File: src/rtl/hub75_scan_sched.sv
// hub75_scan_sched: row-scan scheduler pairing framebuffer row preload with the panel shifter,
// applying writer frame swaps only at the frame boundary.
module hub75_scan_sched #(
   parameter int N_ROWS     = 32,
   parameter int LOG_N_ROWS = $clog2(N_ROWS)
) (
   input  logic                  clk,
   input  logic                  rst,
   input  logic                  ctrl_run_i,
   output logic [LOG_N_ROWS-1:0] rd_row_addr_o,
   output logic                  rd_row_load_o,
   input  logic                  rd_row_rdy_i,
   output logic                  rd_row_swap_o,
   input  logic                  shift_rdy_i,
   output logic                  shift_go_o,
   output logic [LOG_N_ROWS-1:0] disp_row_addr_o,
   input  logic                  swap_req_i,
   output logic                  swap_ack_o,
   output logic                  frame_swap_o,
   output logic                  frame_start_o
);
   localparam logic [2:0] IDLE       = 3'd0;
   localparam logic [2:0] LOAD       = 3'd1;
   localparam logic [2:0] WAIT_LOAD  = 3'd2;
   localparam logic [2:0] WAIT_SHIFT = 3'd3;
   localparam logic [2:0] SWAP       = 3'd4;
   localparam logic [2:0] SHIFT      = 3'd5;
   logic [2:0]            state_q, state_d;
   logic [LOG_N_ROWS-1:0] row_q, row_d, disp_q, disp_d;
   logic                  first_q, pend_q, pend_d, fswap_q, fswap_d;
   logic                  load_q, rswap_q, go_q, fstart_q;
   always_comb begin
      state_d = state_q;
      case (state_q)
         IDLE:       state_d = ctrl_run_i ? LOAD : IDLE;
         LOAD:       state_d = WAIT_LOAD;
         // first WAIT_LOAD cycle ignores a ready left over from the previous row
         WAIT_LOAD:  state_d = (!first_q && rd_row_rdy_i) ? WAIT_SHIFT : WAIT_LOAD;
         WAIT_SHIFT: state_d = shift_rdy_i ? SWAP : WAIT_SHIFT;
         SWAP:       state_d = SHIFT;
         SHIFT:      state_d = ctrl_run_i ? LOAD : IDLE;
         default:    state_d = IDLE;
      endcase
      row_d   = (state_q == IDLE) ? '0 : (state_q == SHIFT) ? row_q + 1'b1 : row_q;
      disp_d  = (state_q == SWAP) ? row_q : disp_q;
      pend_d  = swap_req_i | (pend_q & ~fswap_q);
      fswap_d = (state_d == SWAP) && (&row_q) && pend_d;
   end
   always_ff @(posedge clk or posedge rst) begin
      if (rst) begin
         state_q  <= IDLE;
         row_q    <= '0;
         disp_q   <= '0;
         pend_q   <= 1'b0;
         first_q  <= 1'b0;
         load_q   <= 1'b0;
         rswap_q  <= 1'b0;
         go_q     <= 1'b0;
         fswap_q  <= 1'b0;
         fstart_q <= 1'b0;
      end else begin
         state_q  <= state_d;
         row_q    <= row_d;
         disp_q   <= disp_d;
         pend_q   <= pend_d;
         first_q  <= (state_q == LOAD);
         load_q   <= (state_d == LOAD);
         rswap_q  <= (state_d == SWAP);
         go_q     <= (state_d == SHIFT);
         fswap_q  <= fswap_d;
         fstart_q <= (state_d == SHIFT) && (disp_d == '0);
      end
   end
   assign rd_row_addr_o   = row_q;
   assign rd_row_load_o   = load_q;
   assign rd_row_swap_o   = rswap_q;
   assign shift_go_o      = go_q;
   assign disp_row_addr_o = disp_q;
   assign swap_ack_o      = fswap_q;
   assign frame_swap_o    = fswap_q;
   assign frame_start_o   = fstart_q;
endmodule

File: config.mk
export PLATFORM = sky130hd
export DESIGN_NAME = hub75_scan_sched
export DESIGN_NICKNAME = d
export VERILOG_FILES = /design/src/rtl/hub75_scan_sched.sv
export SDC_FILE = /design/constraint.sdc
export NUM_CORES = 1
export LEC_CHECK = 0
export CAP_MARGIN = 20
export CORE_MARGIN = 1.5
export CORE_UTILIZATION = 40
export DETAILED_ROUTE_END_ITERATION = 12
export PLACE_DENSITY_LB_ADDON = 0.12
export SYNTH_ARGS = -nofsm -noshare
export SYNTH_HDL_FRONTEND = slang
export SYNTH_SLANG_ARGS = --single-unit
File: constraint.sdc
create_clock -name clk -period 3.2 [get_ports clk]
set_input_delay 0.32 -clock clk [delete_from_list [all_inputs] [get_ports clk]]
set_output_delay 0.32 -clock clk [all_outputs]
set_load 0.05 [all_outputs]
# After elaboration in Yosys (flattened, before gate mapping)
# Index checks and enable logic that the tools add are counted.
[word_totals]
ff_bits = 20
input_bits = 6
output_inout_bits = 16
word_cells = 39
[classes]
add_sub_neg = 1
n_eq_ne = 8
n_mux = 7
n_bitwise = 3
reduce_logical = 10
[op_table]
columns = ["operator", "count"]
rows = [
  ["5-bit two-way mux", 3],
  ["3-bit one-hot mux with 5 select lines", 1],
  ["3-bit equality test, second input constant", 4],
  ["3-bit by 1-bit equality test with 1-bit output, second input constant", 2],
  ["3-bit by 2-bit equality test with 1-bit output, second input constant", 2],
  ["5-bit by 1-bit adder with 5-bit output, second input constant", 1],
  ["5-bit zero test", 1],
  ["5-bit AND reduction", 1],
  ["1-bit logical AND", 4],
  ["3-bit zero test", 1],
  ["3-bit two-way mux", 1],
  ["1-bit two-way mux", 2],
  ["2-bit nonzero test", 1],
  ["2-bit OR reduction", 1],
  ["1-bit AND", 1],
  ["1-bit zero test", 1],
  ["1-bit inverter", 1],
  ["1-bit bitwise OR", 1],
]

# Longest topological paths before layout
[logic_depth]
depth_word = 7
ltp_mapped = 5
ltp_nobuf = 5

# Worst setup path after synthesis
# Ideal clock, no wire load.
[synth_timing]
path_type = "reg2reg"
start = "register row_q[0], in the netlist rd_row_addr_o[0]"
end = "register row_q[4], in the netlist rd_row_addr_o[4]"
setup_ns = 0.121
arrival_ns = 1.718
t_required_ns = 3.079
slack_ns = 1.360
stages_incl_launch_ff = 6
period_less_slack_ns = 1.840
cell_sequence = "dfrtp_1 ha_1 and3_1 ha_1 a22o_1 a22o_1"
[synth_via]
elab_chain_len = 3
[synth_rtl]
columns = ["item", "line_no", "source"]
rows = [
  ["from (decl)", "29", "logic [LOG_N_ROWS-1:0] row_q, row_d, disp_q, disp_d;"],
  ["from (signal assigned)", "63", "row_q <= row_d;"],
  ["5-bit by 1-bit adder with 5-bit output", "44", "row_d = (state_q == IDLE) ? '0 : (state_q == SHIFT) ? row_q + 1'b1 : row_q;"],
  ["5-bit two-way mux (2 in a row)", "44", ""],
]
# No other way between the ends. The select of a mux whose other input is x is not followed.
# A chain may end at the register's enable or synchronous reset.

# Worst setup path after layout
[layout_timing]
start = "register row_q[0], in the netlist rd_row_addr_o[0]"
end = "output port rd_row_addr_o[0]"
[layout_lines]
columns = ["item", "line_no", "source"]
rows = [
  ["to (decl)", "10", "output logic [LOG_N_ROWS-1:0] rd_row_addr_o,"],
]
# No word-level cell between the ends.

==> summary.md <==
| Metric | Value |
|---|---|
| Number of different library cells in the post-synthesis netlist | 30 |
| Worst slew slack as a fraction of its limit | 51.2% |
| Via count | 632 |
| Maximum capacitance violations | 0 |
| Synthesized instance count | 80 |
| Detailed Routing Iterations Pass 1 | 4 |
| # H-tree levels | 1 |
| Proportion of synthesized chip area in sequential cells | 55.5% |
| Synthesized flop and latch total | 20 |
| Class of the most critical hold timing path | in -> async |
| Post-layout min period | 1910 ps |
| Total clock buffers created by CTS | 3 |
| Transition time at the pin with the least slew margin | 731 ps |
| Fraction of layout cells with a size suffix above 1 | 9.00% |
| Achievable clock frequency | 0.523 GHz |
| CTS tree | yes |
| Source of the worst register-to-register timing path | rd_row_addr_o[0] |
| Placement Rows | 17 |
| R2R Setup Slk | 1550 ps |
| Tot GR Track Use | 13.4% |
| Longest individual stage delay on the worst path | 850 ps |
| Synthesized Nets | 88 |
| Dominant register cell in the synthesized netlist | dfrtp_1 |
| Aggregate global routing overflow | 0 |
| Category of the worst setup path capture point | primary output |
| Worst slack at placement | 1550 ps |
| Final Skew | 6.38 ps |
| Ordered cell list for the critical path | clkdlybuf4s50_1 |
| Number of buffers and inverters on the critical path | 1 |
| Vias in the first global route | 560 |
| Max Slew Vio Count | 0 |
| Share of the clock period used by the worst path after layout | 59.8% |
| Number of port buffers | 21 |
| TNS Setup | 0 ps |
| Worst path required time | 2880 ps |
| CTS hold repair buffers | 0 |
| DRC violations left | 0 |
| Power per standard cell area | 671 nW/um^2 |
| Die Height | 50.5 um |
| Maximum clock insertion buffer count | 2 |
| Fraction of registers with async set or reset after synthesis | 100% |
| First-pass GRT wire length | 2540 um |
| Sum of net half-perimeters after detailed placement | 1110 um |
| Die span in x | 50.5 um |
| Maximum number of pins on one net before global-route repair | 21 |
| Cell with the biggest individual delay on the critical path | clkdlybuf4s50_1 |
| Setup repair after global routing missed its margin | false |
| Floorplan core area | 2170 sq um |
| Count of instances resized after the clock tree is built | 0 |
| Post-layout nets | 110 |
| CTS root buffer | clkbuf_4 |
| Leakage power summed over all cells | 0.000533 uW |
| Data arrival time of the worst path | 1590 ps |
| Number of enable-type register cells in the synthesized netlist | 0 |
| Category of the most critical setup path | reg -> out |
| Final setup violating endpoints | 0 |
| Total standard cell area after synthesis | 902 sq um |
| Starting DRT DRC Count | 3 |
| Wirelength, routed | 1510 um |
| Routed via count divided by cell count | 4.94 |
| Total die area | 2550 sq um |
| Max FO, Critical Path | 7 |
| Yosys warnings | 0 |
| Antenna fix cells | 0 |
| I/O pin count | 22 |
| Largest delay share family, worst path | buffers and inverters |
| Post-CTS Repair Setup Buffers | 0 |
| Average cell area after synthesis | 11.3 sq um |
| Clock insertion delay at the later pin of the skew report | 290 ps |
| Peak supply drop | 0.000366 V |
| Result of the run | finished clean |
| Routed Antenna Nets | 0 |
| Beginning of the critical path | rd_row_addr_o[0] |
| Layout-stage area growth over the synthesis result | 27.2% |
| Overall power | 770 uW |
| Final routed wire length divided by cell count | 11.8 um |
| Kind of launch point of the worst setup path | flop |
| Final hold violation count | 0 |
| Number of cell instances on the worst register-to-register path | 5 |
| Final Worst Setup Slack | 1290 ps |
| Initial core utilization | 41.6% |
| Number of sinks on the clock net | 20 |
| Capture point of the worst reg-to-reg path | rd_row_addr_o[4] |
| Routability congestion estimate | 0.772 |
| Initial antenna violation count | 0 |
| Clk slew on worst S/H paths | 100 ps |
synth_stat cells (2+ instances only):
| cell type | instances | area (sq um) |
|---|---|---|
| dfrtp_1 | 20 | 500 |
| nand2_1 | 2 | 7.51 |
| o21ai_0 | 4 | 20.0 |
| nand3_1 | 4 | 20.0 |
| nand2b_1 | 2 | 12.5 |
| buf_2 | 3 | 15.0 |
| nor2_1 | 3 | 11.3 |
| a22o_1 | 5 | 43.8 |
| nor2b_1 | 4 | 25.0 |
| inv_2 | 3 | 11.3 |
| mux2_1 | 4 | 45.0 |
| inv_1 | 5 | 18.8 |
| nor3b_1 | 2 | 15.0 |
| or4_1 | 2 | 15.0 |
| ha_1 | 2 | 25.0 |
flip-flops by register name, summed over array words and instances, names as in the netlist:
| signal | flops |
|---|---|
| disp_row_addr_o | 5 |
| first_q | 1 |
| frame_start_o | 1 |
| frame_swap_o | 1 |
| pend_q | 1 |
| rd_row_addr_o | 5 |
| rd_row_load_o | 1 |
| rd_row_swap_o | 1 |
| shift_go_o | 1 |
| state_q | 3 |
metal layers:
layer	global-route usage [%]	vias to the layer above	part of all wire, %
met5	0	-	0
met2	19.5	11	46
li1	-	318	-
met1	18.8	301	49
met4	6.76	0	0.93
met3	2.98	2	3.7
kinds of logic (layout without fill, tap and decap cells):
group / Yosys count / after routing / share of synthesized area (%)
AND/OR/NAND/NOR: 25 / 25 / 16.5
adder cells (fa/ha/maj): 3 / 3 / 4.02
multiplexers: 6 / 6 / 7.35
buffers and inverters: 12 / 32 / 5.83
flip-flops: 20 / 20 / 55.5
AO/OA/AOI/OAI: 14 / 14 / 10.8
cells in the final DEF (no fill, tap or decap), drive strengths merged, types with 2 or more instances in the layout:
| cell | count |
|---|---|
| ha | 2 |
| nand3 | 4 |
| clkdlybuf4s50 | 21 |
| nor2 | 3 |
| a22o | 5 |
| nand2 | 2 |
| or4 | 2 |
| nor2b | 4 |
| nor3b | 2 |
| dfrtp | 20 |
| inv | 8 |
| mux2 | 5 |
| o21ai | 5 |
| nand2b | 3 |
| clkbuf | 3 |
cell type report:
cell class	instances	area, sq um
fill	197	1020
sequential	20	500
multi-input combinational	48	349
timing repair buffer	21	210
tap	28	35.0
inverter	8	30.0
clock buffer	3	22.5
how the worst max path moves through the flow:
| stage | endpoint | cells after the start |
|---|---|---|
| CTS | rd_row_addr_o[0] | 1 |
| finish | rd_row_addr_o[0] | 1 |
| detailed placement | rd_row_addr_o[4] | 5 |
| floorplan | rd_row_addr_o[4] | 5 |
| global route | rd_row_addr_o[2] | 1 |
| global placement | rd_row_addr_o[4] | 5 |
per-stage QoR:
stage / cells / util (%) / instance area [sq um] / hold slack, ps
after floorplan: 80 / - / 902 / 284
after global placement: 125 / 51.8 / 1120 / 452
after detailed placement: 125 / 51.8 / 1120 / 461
after CTS: 128 / 52.9 / 1150 / 480
after global routing: 128 / 52.9 / 1150 / 506
final: 128 / 52.9 / 1150 / 447
power by group:
part	internal (uW)	switching, uW	total [uW]	leakage [uW]
Sequential	298	69.8	368	0.000267
Combinational	116	175	291	0.000252
Clock	43.7	67.3	111	0.0000138
Total	458	312	770	0.000533
Note: power is estimated with default switching activity, not from simulation.
